<file path="config.mk">
export PLATFORM = sky130hd
export DESIGN_NAME = key_debouncer
export DESIGN_NICKNAME = d
export VERILOG_FILES = /design/src/rtl/key_debouncer.sv
export SDC_FILE = /design/constraint.sdc
export NUM_CORES = 1
export LEC_CHECK = 0
export BUFFER_PORTS_ARGS = -buffer_cell sky130_fd_sc_hd__buf_2
export CORE_ASPECT_RATIO = 1.2
export CORE_MARGIN = 2
export CORE_UTILIZATION = 59
export CTS_CLUSTER_DIAMETER = 100
export DETAILED_ROUTE_END_ITERATION = 8
export PLACE_DENSITY = 0.76
export SLEW_MARGIN = 20
export SYNTH_ARGS = -nofsm -noshare
export SYNTH_HDL_FRONTEND = slang
export SYNTH_SLANG_ARGS = --single-unit
</file>
<file path="constraint.sdc">
create_clock -name clk -period 4.8 [get_ports clk]
set_input_delay 0.96 -clock clk [delete_from_list [all_inputs] [get_ports clk]]
set_output_delay 0.96 -clock clk [all_outputs]
set_load 0.05 [all_outputs]
</file>
<file path="src/rtl/key_debouncer.sv">
// key_debouncer: synchronise and debounce raw push-buttons into clean active-high levels
// Ports: clk, reset (sync, active-high); key_raw[N_KEYS] async raw keys;
//        key_clean[N_KEYS] debounced level (1 = pressed); key_busy[N_KEYS] 1 while a key is waiting out a change.
// Build option: define KEY_DEBOUNCE_BYPASS_EN to drop the debounce FSMs (key_clean = synchronised key, key_busy = 0).
module key_debouncer #(
  parameter int N_KEYS        = 4,
  parameter int STABLE_CYCLES = 1_000_000,
  parameter int ACTIVE_LOW    = 1
) (
  input  logic              clk,
  input  logic              reset,
  input  logic [N_KEYS-1:0] key_raw,
  output logic [N_KEYS-1:0] key_clean,
  output logic [N_KEYS-1:0] key_busy
);
  localparam logic [N_KEYS-1:0] REL_LVL = {N_KEYS{ACTIVE_LOW != 0}};
  logic [N_KEYS-1:0] sync1, sync2, k;
  always_ff @(posedge clk) begin
    if (reset) begin
      sync1 <= REL_LVL;
      sync2 <= REL_LVL;
    end else begin
      sync1 <= key_raw;
      sync2 <= sync1;
    end
  end
  assign k = (ACTIVE_LOW != 0) ? ~sync2 : sync2;
`ifdef KEY_DEBOUNCE_BYPASS_EN
  assign key_clean = k;
  assign key_busy  = '0;
`else
  localparam int CNT_W = $clog2(STABLE_CYCLES + 1);
  localparam logic [CNT_W-1:0] CNT_MAX = CNT_W'(STABLE_CYCLES - 1);
  typedef enum logic [1:0] {RELEASED, PRESS_WAIT, PRESSED, RELEASE_WAIT} state_t;
  for (genvar i = 0; i < N_KEYS; i++) begin : g_key
    state_t state, state_n;
    logic [CNT_W-1:0] cnt, cnt_n;
    always_ff @(posedge clk) begin
      if (reset) begin
        state <= RELEASED;
        cnt   <= '0;
      end else begin
        state <= state_n;
        cnt   <= cnt_n;
      end
    end
    always_comb begin
      state_n = state;
      cnt_n   = cnt;
      case (state)
        RELEASED: if (k[i]) begin
          state_n = PRESS_WAIT;
          cnt_n   = '0;
        end
        PRESS_WAIT:
          if (!k[i]) state_n = RELEASED;
          else if (cnt == CNT_MAX) state_n = PRESSED;
          else cnt_n = cnt + 1'b1;
        PRESSED: if (!k[i]) begin
          state_n = RELEASE_WAIT;
          cnt_n   = '0;
        end
        RELEASE_WAIT:
          if (k[i]) state_n = PRESSED;
          else if (cnt == CNT_MAX) state_n = RELEASED;
          else cnt_n = cnt + 1'b1;
        default: state_n = RELEASED;
      endcase
    end
    assign key_clean[i] = (state == PRESSED) || (state == RELEASE_WAIT);
    assign key_busy[i]  = (state == PRESS_WAIT) || (state == RELEASE_WAIT);
  end
`endif
endmodule

</file>
==> impl_metrics.csv, run 1 <==
group,metric,value,unit
logic_synthesis,synth-seq-cells,96,
cells_and_area,syn2layout_area_growth,5.800,%
timing,worst_slew_pin_slew,1.029,ns
logic_synthesis,syn-instance-count,528,
power_and_ir_drop,clockPowerShare,0.363,
place,place.gp.congestion,0.8596,
worst_setup_path,cpMaxStageDelayCell,"or4_4",
timing,fin_worst_hold_slack,0.4140,ns
detailed_routing,drt_iter0_drc,181,
grt,grt_first_pass_wirelength,14.84,mm
cells_and_area,fin_cells,628,
worst_setup_path,worstPathArrival,2.67,ns
job,cap_violations,0,
detailed_routing,via_per_inst,5.911,
grt,grtUsageTotal,0.2110,
timing,period_needed,2.457,ns
logic_synthesis,synth-adder-area-share,0.01105,
clock_tree,htree_levels,3,
power_and_ir_drop,p_int,1.015,mW
worst_setup_path,regToRegSetupSlack,2.34,ns
detailed_routing,routed_wirelength,8.618,mm
floorplan,initial_utilization,0.5980,
clock_tree,clock-sinks,96,
logic_synthesis,synth-simple-area-share,0.2974,
detailed_routing,drc,0,
cells_and_area,num-fill-cells,634,
worst_setup_path,startpoint_type,"flop",
power_and_ir_drop,p_comb_frac,0.030,
timing,slew_viol_final,0,
cells_and_area,antenna_cells,0,
logic_synthesis,syn-cell-area,0.004531,mm^2
place,hpwlAfterDp,5.983,mm
power_and_ir_drop,p_leak,1.645,nW
place,placed_cells,612,
worst_setup_path,cpLargestDelayFamily,"simple AND/OR/NAND/NOR gates",
power_and_ir_drop,power_density,276.8,mW/mm^2
logic_synthesis,synthArstFlopShare,0,
clock_tree,clock_path_buffers,2,
floorplan,ioPinCount,14,
floorplan,die_h,100.0,um
floorplan,die_area,0.008399,mm^2
cells_and_area,final_net_count,541,
place,post_dp_cell_area,0.004613,mm^2
logic_synthesis,ys_types,50,
clock_tree,tritoncts,"built",
timing,finalSetupViolations,0,
clock_tree,numCtsBuffers,9,
grt,antenna_found_initial,0,
logic_synthesis,synth_edf_count,0,
detailed_routing,wire_per_inst,13.72,um
floorplan,fp.dieW,84.00,um
logic_synthesis,synth_compound_area_frac,0.1348,
grt,grt_pass1_vias,3421,
cells_and_area,final_core_util,0.6327,
worst_setup_path,timing.setup.critical_path_class,"reg -> reg",
logic_synthesis,ys.flop_type,"dfxtp_1",
floorplan,rows,35,
clock_tree,cts_setup_buffers,0,
timing,rsz0062_at_grt,"false",
logic_synthesis,synthesis.nets,538,
min_path,hold_class,"reg -> reg",
grt,grt_max_degree,37,
timing,finalHoldViolations,0,
detailed_routing,drt_pass1_iterations,4,
power_and_ir_drop,max-vdd-ir-drop,0.0002086,V
floorplan,fp.coreArea,0.007576,mm^2
timing,fin_tns_setup,0,ns
logic_synthesis,synth_top_family_by_area,"simple AND/OR/NAND/NOR gates",
worst_setup_path,max_stage_delay,0.58,ns
power_and_ir_drop,switching_power,0.3120,mW
detailed_routing,ant_nets,0,
timing,clock_skew,0.01210,ns
cells_and_area,layout-drive-gt1-share,0.1063,
timing,fin_crit_sh,0.5119,
grt,grt-ovfl-total,0,
clock_tree,cts_hold_buffers,0,
cells_and_area,finalInstanceArea,0.004793,mm^2
worst_setup_path,path_cells,"or4_1, or4_4, o31ai_4, or3_2, a21oi_2",
timing,max_freq,0.4070,GHz
clock_tree,cts-root-buf,"clkbuf_8",
outcome,status,"finished, final reports clean",
timing,relSlewSlack,0.3125,
place,port_buffers,13,
worst_setup_path,critPathBufInv,0,
clock_tree,ctsResizeCount,0,
logic_synthesis,syn_avg_cell_area,8.581,um^2
logic_synthesis,synth_mux_area_frac,0.009114,
worst_setup_path,cp-end-kind,"flop",
worst_setup_path,path_max_fanout,13,
logic_synthesis,ys_seq_area_frac,0.4242,
logic_synthesis,synth-warning-count,0,
logic_synthesis,synth-xor-area-share,0.09279,
clock_tree,clk_pin_slew,0.09,ns
clock_tree,insertion_delay,0.36,ns
worst_setup_path,critPathRequiredTime,5.02,ns
power_and_ir_drop,p_seq_frac,0.606,
detailed_routing,vias,3712,
power_and_ir_drop,p_sw_frac,0.2352,
kinds of logic after synthesis:
kind of cell,count (synthesis)
simple gates,255
flops,96
compound gates,90
xor+xnor,48
buf+inv,31
mux,4
fa+ha+maj,4
power by group through the flow:
| stage | Combinational, mW | Sequential [mW] | Clock [mW] |
|---|---|---|---|
| after floorplan | 0.0341 | 0.821 | 0 |
| after global placement | 0.0398 | 0.823 | 0 |
| after detailed placement | 0.0403 | 0.823 | 0 |
| after CTS | 0.0405 | 0.804 | 0.495 |
| after global routing | 0.0449 | 0.805 | 0.518 |
| final | 0.0404 | 0.804 | 0.482 |
metrics by stage:
step | total power, mW | worst slack [ns]
3_3_place_gp | 0.8624 | 2.279
4_1_cts | 1.340 | 2.345
5_1_grt | 1.368 | 2.091
6_report | 1.327 | 2.343
2_1_floorplan | 0.8555 | 2.664
3_5_place_dp | 0.8631 | 2.251
cells in the final DEF, fill, tap and decap left out, drive strengths merged, types with 14 or more instances in the layout:
master / Yosys / layout
buf: 3 / 14
xnor2: 24 / 24
xor2: 24 / 24
and3: 16 / 16
dfxtp: 96 / 96
nand3: 33 / 33
o21ai: 23 / 23
nand4: 16 / 16
nand2: 31 / 31
a21oi: 27 / 27
nor2: 67 / 67
or3: 17 / 17
nor3: 20 / 20
Yosys cell counts (2+ instances only):
cell type | number | share of area
nor4_1 | 12 | 0.017
o21ai_2 | 3 | 0.0058
a41o_1 | 2 | 0.0044
nand3_1 | 33 | 0.036
dfxtp_1 | 96 | 0.42
a211oi_1 | 2 | 0.0033
nor4b_1 | 4 | 0.0077
o31ai_1 | 2 | 0.0033
o21ai_0 | 17 | 0.019
a21oi_1 | 23 | 0.025
o211ai_1 | 4 | 0.0066
a31oi_1 | 3 | 0.0041
or2_2 | 11 | 0.015
o21ai_1 | 3 | 0.0033
a21o_1 | 4 | 0.0066
or3_2 | 4 | 0.0066
inv_1 | 9 | 0.0075
nand4_1 | 16 | 0.022
nor3b_1 | 2 | 0.0033
xnor2_1 | 24 | 0.046
and3_1 | 16 | 0.022
ha_1 | 4 | 0.011
buf_6 | 3 | 0.0075
nand4b_1 | 2 | 0.0039
a22oi_1 | 6 | 0.0099
o21bai_1 | 2 | 0.0033
and2_1 | 6 | 0.0083
xor2_1 | 24 | 0.046
a21oi_2 | 4 | 0.0077
nor2_1 | 67 | 0.056
nand2_1 | 31 | 0.026
nor3_1 | 20 | 0.022
clkbuf_1 | 19 | 0.016
and4_1 | 8 | 0.015
or4_1 | 5 | 0.0083
or3_1 | 13 | 0.018
o2111ai_1 | 4 | 0.0077
mux2i_1 | 3 | 0.0066
a211o_1 | 6 | 0.012
worst paths after layout:
check | from | to | depth (start not counted)
worst max-delay path | g_key[1].cnt[6] | g_key[1].cnt[3] | 5
worst min-delay path | sync1[2] | sync2[2] | 1
worst max register to register | g_key[1].cnt[6] | g_key[1].cnt[3] | 5
worst min register to register | sync1[2] | sync2[2] | 1
per-layer routing:
metal / track usage / wire length (um) / vias up
met4: 0.07940 / 114 / 0
met5: 0 / 0 / -
met1: 0.2612 / 4077 / 1739
met3: 0.03536 / 229 / 8
met2: 0.3698 / 4198 / 50
li1: - / - / 1915
flip-flops by register name, indices dropped and copies added (netlist names), named ones only:
signal	count
g_key.state	4
sync2	4
sync1	4
g_key.cnt	80
final cells by class:
class / count / area, um^2 / area share
inverter: 9 / 33.78 / 0.007048
timing repair buffer: 14 / 72.57 / 0.01514
clock inverter: 4 / 28.78 / 0.006004
tap: 92 / 115.1 / 0.02401
multi-input combinational: 401 / 2476 / 0.5166
sequential: 96 / 1922 / 0.4009
clock buffer: 12 / 145.1 / 0.03028
Note: power is estimated with default switching activity, not from simulation.
==> run 2, diff against run 1 <==
==> constraint.sdc (replaced) <==
create_clock -name clk -period 2.48 [get_ports clk]
set_input_delay 0.496 -clock clk [delete_from_list [all_inputs] [get_ports clk]]
set_output_delay 0.496 -clock clk [all_outputs]
set_load 0.05 [all_outputs]
==> run 2 against run 1 <==
First-iteration DRC count is 26% higher. Highest routed layer unchanged. Clock skew is 0.0036 ns lower. Sequential power is 94% higher. Critical endpoint unchanged. Sequential cell count stayed put. Largest cell class unchanged.
==> impl_metrics.csv, run 2 (synthesized netlist as in run 1, its figures left out) <==
group,metric,value,unit
cells_and_area,fin_cells,641,
grt,grtUsageTotal,0.2196,
place,port_buffers,13,
timing,finalHoldViolations,0,
clock_tree,clk_pin_slew,0.09,ns
timing,relSlewSlack,0.3144,
floorplan,fp.dieW,84.00,um
timing,fin_crit_sh,0.9166,
detailed_routing,drc,0,
clock_tree,insertion_delay,0.36,ns
floorplan,ioPinCount,14,
grt,grt_pass1_vias,3578,
grt,grt_max_degree,21,
timing,worst_slew_pin_slew,1.026,ns
grt,grt-ovfl-total,0,
worst_setup_path,path_cells,"or4_1, or4_4, o31ai_4, buf_4, or3_2, a21oi_2",
power_and_ir_drop,report.power.total,2.735,mW
clock_tree,clock_path_buffers,2,
detailed_routing,ant_nets,0,
timing,clock_skew,0.008540,ns
grt,grt_first_pass_wirelength,15.39,mm
min_path,hold_class,"in -> reg",
cells_and_area,mostFrequentLayoutCells,"dfxtp_1, nor2_1, nand3_1, nand2_1, xor2_1",
floorplan,die_h,100.0,um
cells_and_area,num-fill-cells,643,
cells_and_area,layout_commonest_cell,"dfxtp_1",
timing,final.setup.worst_slack,0.2067,ns
cells_and_area,largest_reg_flops,80,
timing,rsz0062_at_grt,"false",
cells_and_area,antenna_cells,0,
worst_setup_path,worstPathArrival,2.51,ns
worst_setup_path,cp-end-kind,"flop",
floorplan,die_area,0.008399,mm^2
power_and_ir_drop,p_leak,1.746,nW
clock_tree,tritoncts,"built",
clock_tree,cts_hold_buffers,0,
place,place.gp.congestion,0.8549,
place,hpwlAfterDp,6.244,mm
detailed_routing,drt_pass1_iterations,5,
job,cap_violations,0,
power_and_ir_drop,power_density,554.5,mW/mm^2
cells_and_area,syn2layout_area_growth,8.893,%
worst_setup_path,regToRegSetupSlack,0.21,ns
clock_tree,numCtsBuffers,9,
detailed_routing,routed_wirelength,8.987,mm
cells_and_area,layout-drive-gt1-share,0.1311,
detailed_routing,wire_per_inst,14.02,um
clock_tree,clock-sinks,96,
clock_tree,cts-root-buf,"clkbuf_8",
worst_setup_path,critPathBufInv,1,
timing,finalSetupViolations,0,
worst_setup_path,cpLargestDelayFamily,"simple AND/OR/NAND/NOR gates",
timing,slew_viol_final,0,
place,placed_cells,625,
worst_setup_path,max_stage_delay,0.58,ns
worst_setup_path,cpMaxStageDelayCell,"or4_1",
clock_tree,htree_levels,3,
cells_and_area,regMostFlops,"g_key.cnt",
detailed_routing,drt_iter0_drc,228,
worst_setup_path,startpoint_type,"flop",
floorplan,fp.coreArea,0.007576,mm^2
grt,antenna_found_initial,0,
cells_and_area,final_net_count,554,
timing,max_freq,0.4399,GHz
floorplan,rows,35,
timing,fin_tns_setup,0,ns
worst_setup_path,timing.setup.critical_path_class,"reg -> reg",
place,place_ws,0.2000,ns
timing,period_needed,2.273,ns
power_and_ir_drop,max-vdd-ir-drop,0.0003351,V
floorplan,initial_utilization,0.5980,
detailed_routing,via_per_inst,5.867,
worst_setup_path,path_max_fanout,11,
detailed_routing,vias,3761,
worst_setup_path,critPathRequiredTime,2.72,ns
outcome,status,"finished, final reports clean",
## run 2: timing repair
item,in CTS,in global routing
setup buffers,0,0
setup endpoints to repair,0,1
gates resized for setup,0,1
## run 2: layer usage
| metal | vias to the layer above | global-route usage | share of wire |
|---|---|---|---|
| li1 | 1932 | - | - |
| met1 | 1755 | 0.2743 | 0.47 |
| met2 | 61 | 0.3803 | 0.48 |
| met3 | 13 | 0.03865 | 0.032 |
| met4 | 0 | 0.08313 | 0.015 |
| met5 | - | 0 | 0 |
## run 2: layout make-up
class                           count  area, um^2  area share
Multi-Input combinational cell    401        2477      0.5022
Clock inverter                      5       63.81     0.01293
Tap cell                           92       115.1     0.02333
Sequential cell                    96        1922      0.3896
Clock buffer                       11       151.4     0.03069
Timing Repair Buffer               27       170.2     0.03449
Inverter                            9       33.78    0.006848
## run 2: stage by stage
step / utilization / area, um^2 / hold WS (ns)
2_1_floorplan: - / 4531 / 0.3895
3_3_place_gp: 0.6218 / 4711 / 0.3928
3_5_place_dp: 0.6218 / 4711 / 0.3963
4_1_cts: 0.6502 / 4926 / 0.3065
5_1_grt: 0.6512 / 4933 / 0.2972
6_report: 0.6512 / 4933 / 0.3157
## run 2: report_power, final
group	internal [mW]	total [mW]	switching [mW]
Sequential	1.55	1.56	0.00792
Clock	0.531	1.09	0.561
Combinational	0.0258	0.0866	0.0608
## run 2: path summary, 6_finish.rpt
kind,start,to,cells past startpoint
worst max register to register,g_key[1].cnt[6],g_key[1].cnt[3],6
worst min-delay path,key_raw[0],sync1[0],2
worst min register to register,sync1[3],sync2[3],1
worst max-delay path,g_key[1].cnt[6],g_key[1].cnt[3],6
==> run 3, diff against run 2 <==
==> constraint.sdc (replaced) <==
create_clock -name clk -period 2.2 [get_ports clk]
set_input_delay 0.44 -clock clk [delete_from_list [all_inputs] [get_ports clk]]
set_output_delay 0.44 -clock clk [all_outputs]
set_load 0.05 [all_outputs]
==> run 3 against run 2 <==
Routed wire length is 1.0% lower. Register-to-register slack worse by 0.15 ns. Sequential share of layout area is 0.39 points lower. Critical endpoint unchanged. Largest cell class unchanged. Largest power group unchanged.
==> impl_metrics.csv, run 3 (synthesized netlist as in run 1, its figures left out) <==
group,metric,value,unit
worst_setup_path,cpMaxStageDelayCell,"or4_4",
grt,grt_first_pass_wirelength,15.47,mm
timing,rsz0062_at_grt,"false",
clock_tree,cts-root-buf,"clkbuf_8",
grt,grtUsageTotal,0.2206,
outcome,status,"finished, final reports clean",
cells_and_area,final_net_count,562,
min_path,hold_class,"in -> reg",
place,place.gp.congestion,0.8987,
place,placed_cells,633,
floorplan,initial_utilization,0.5980,
cells_and_area,num-fill-cells,656,
power_and_ir_drop,max-vdd-ir-drop,0.0004564,V
detailed_routing,routed_wirelength,8.897,mm
timing,period_needed,2.140,ns
detailed_routing,wire_per_inst,13.77,um
detailed_routing,vias,3824,
place,post_dp_cell_area,0.004783,mm^2
cells_and_area,mostFrequentLayoutCells,"dfxtp_1, nor2_1, nand3_1, nand2_1, xor2_1",
cells_and_area,layout_commonest_cell,"dfxtp_1",
timing,fin_worst_hold_slack,0.2626,ns
detailed_routing,via_per_inst,5.920,
clock_tree,clk_pin_slew,0.09,ns
worst_setup_path,worstPathArrival,2.38,ns
grt,grt_max_degree,26,
worst_setup_path,max_stage_delay,0.57,ns
detailed_routing,drt_iter0_drc,177,
timing,finalSetupViolations,0,
cells_and_area,largest_reg_flops,80,
timing,finalHoldViolations,0,
power_and_ir_drop,power_density,598.7,mW/mm^2
cells_and_area,seqCellArea,0.001922,mm^2
place,hpwlAfterDp,6.329,mm
floorplan,ioPinCount,14,
clock_tree,tritoncts,"built",
power_and_ir_drop,p_leak,1.769,nW
timing,fin_tns_setup,0,ns
clock_tree,insertion_delay,0.35,ns
cells_and_area,antenna_cells,0,
cells_and_area,finalInstanceArea,0.004984,mm^2
grt,antenna_found_initial,0,
detailed_routing,drt_pass1_iterations,5,
floorplan,fp.coreArea,0.007576,mm^2
clock_tree,numCtsBuffers,9,
detailed_routing,drc,0,
clock_tree,htree_levels,3,
floorplan,die_area,0.008399,mm^2
worst_setup_path,timing.setup.critical_path_class,"reg -> reg",
cells_and_area,syn2layout_area_growth,9.997,%
floorplan,rows,35,
job,cap_violations,0,
grt,grt_pass1_vias,3597,
grt,grt-ovfl-total,0,
clock_tree,cts_setup_buffers,0,
clock_tree,clock_path_buffers,2,
cells_and_area,fin_cells,646,
place,port_buffers,13,
clock_tree,clock-sinks,96,
cells_and_area,multi_input_area,0.002487,mm^2
clock_tree,cts_hold_buffers,0,
timing,fin_crit_sh,0.9729,
worst_setup_path,path_max_fanout,12,
timing,max_freq,0.4672,GHz
worst_setup_path,cpLargestDelayFamily,"simple AND/OR/NAND/NOR gates",
timing,clock_skew,0.01017,ns
cells_and_area,regMostFlops,"g_key.cnt",
timing,relSlewSlack,0.6486,
worst_setup_path,cp-end-kind,"flop",
cells_and_area,layout-drive-gt1-share,0.1426,
worst_setup_path,critPathRequiredTime,2.44,ns
timing,worst_slew_pin_slew,0.5234,ns
worst_setup_path,startpoint_type,"flop",
timing,slew_viol_final,0,
floorplan,die_h,100.0,um
worst_setup_path,path_cells,"or4_1, or4_4, o31ai_4, buf_12, or3_2, a21oi_2",
worst_setup_path,critPathBufInv,1,
detailed_routing,ant_nets,0,
floorplan,fp.dieW,84.00,um
-- run 3: cell count changes in the layout (fill, tap and decap cells not counted), sizes merged --
cell      previous run  this run
clkbuf              11        10
clkinv               3         0
inv                 10         9
clkinvlp             0         2
buf                 27        35
-- run 3: area by class of cell --
cell class | count | area share
multi-input cells | 401 | 0.4991
flip-flops and latches | 96 | 0.3856
repair buffers | 35 | 0.04871
clock buffers | 10 | 0.02762
well taps | 92 | 0.02310
clock inverters | 3 | 0.009038
inverters | 9 | 0.006779
-- run 3: worst reg2reg max path, delay by kind of cell, from the launching register on --
family	cells	cell delay, ns
AND/OR/NAND/NOR	3	1.24
flip-flops	1	0.32
AO/OA/AOI/OAI	2	0.30
buffers and inverters	1	0.17
-- run 3: path summary, 6_finish.rpt --
kind	from	to	depth (start not counted)	slack [ns]
max reg2reg	g_key[1].cnt[6]	g_key[1].cnt[3]	6	0.06
min reg2reg	sync1[3]	sync2[3]	1	0.42
max	g_key[1].cnt[6]	g_key[1].cnt[3]	6	0.06
min	key_raw[2]	sync1[2]	2	0.26
-- run 3: timing repair --
| item | CTS | global route |
|---|---|---|
| gates resized for setup | 0 | 3 |
| hold endpoints to repair | 0 | 0 |
| endpoints found under the setup margin | 0 | 7 |
-- run 3: per-layer routing --
metal	GRT usage	up-vias	wire, um
li1	-	1946	-
met1	0.2732	1815	4229
met2	0.3846	50	4321
met3	0.04934	13	206
met4	0.06824	0	140
met5	0	-	0
-- run 3: power by group --
group	internal, mW	leakage (nW)	switching, mW
Clock	0.538	0.0863	0.582
Sequential	1.75	0.775	0.00894
Combinational	0.0363	0.908	0.0718
-- run 3: through the flow --
step | util | power, mW | setup WS (ns)
2_1_floorplan | - | 1.866 | 0.1177
3_3_place_gp | 0.6314 | 1.900 | 0.1146
3_5_place_dp | 0.6314 | 1.903 | 0.07545
4_1_cts | 0.6555 | 3.002 | 0.06530
5_1_grt | 0.6578 | 3.073 | 0.01064
6_report | 0.6578 | 2.983 | 0.05967
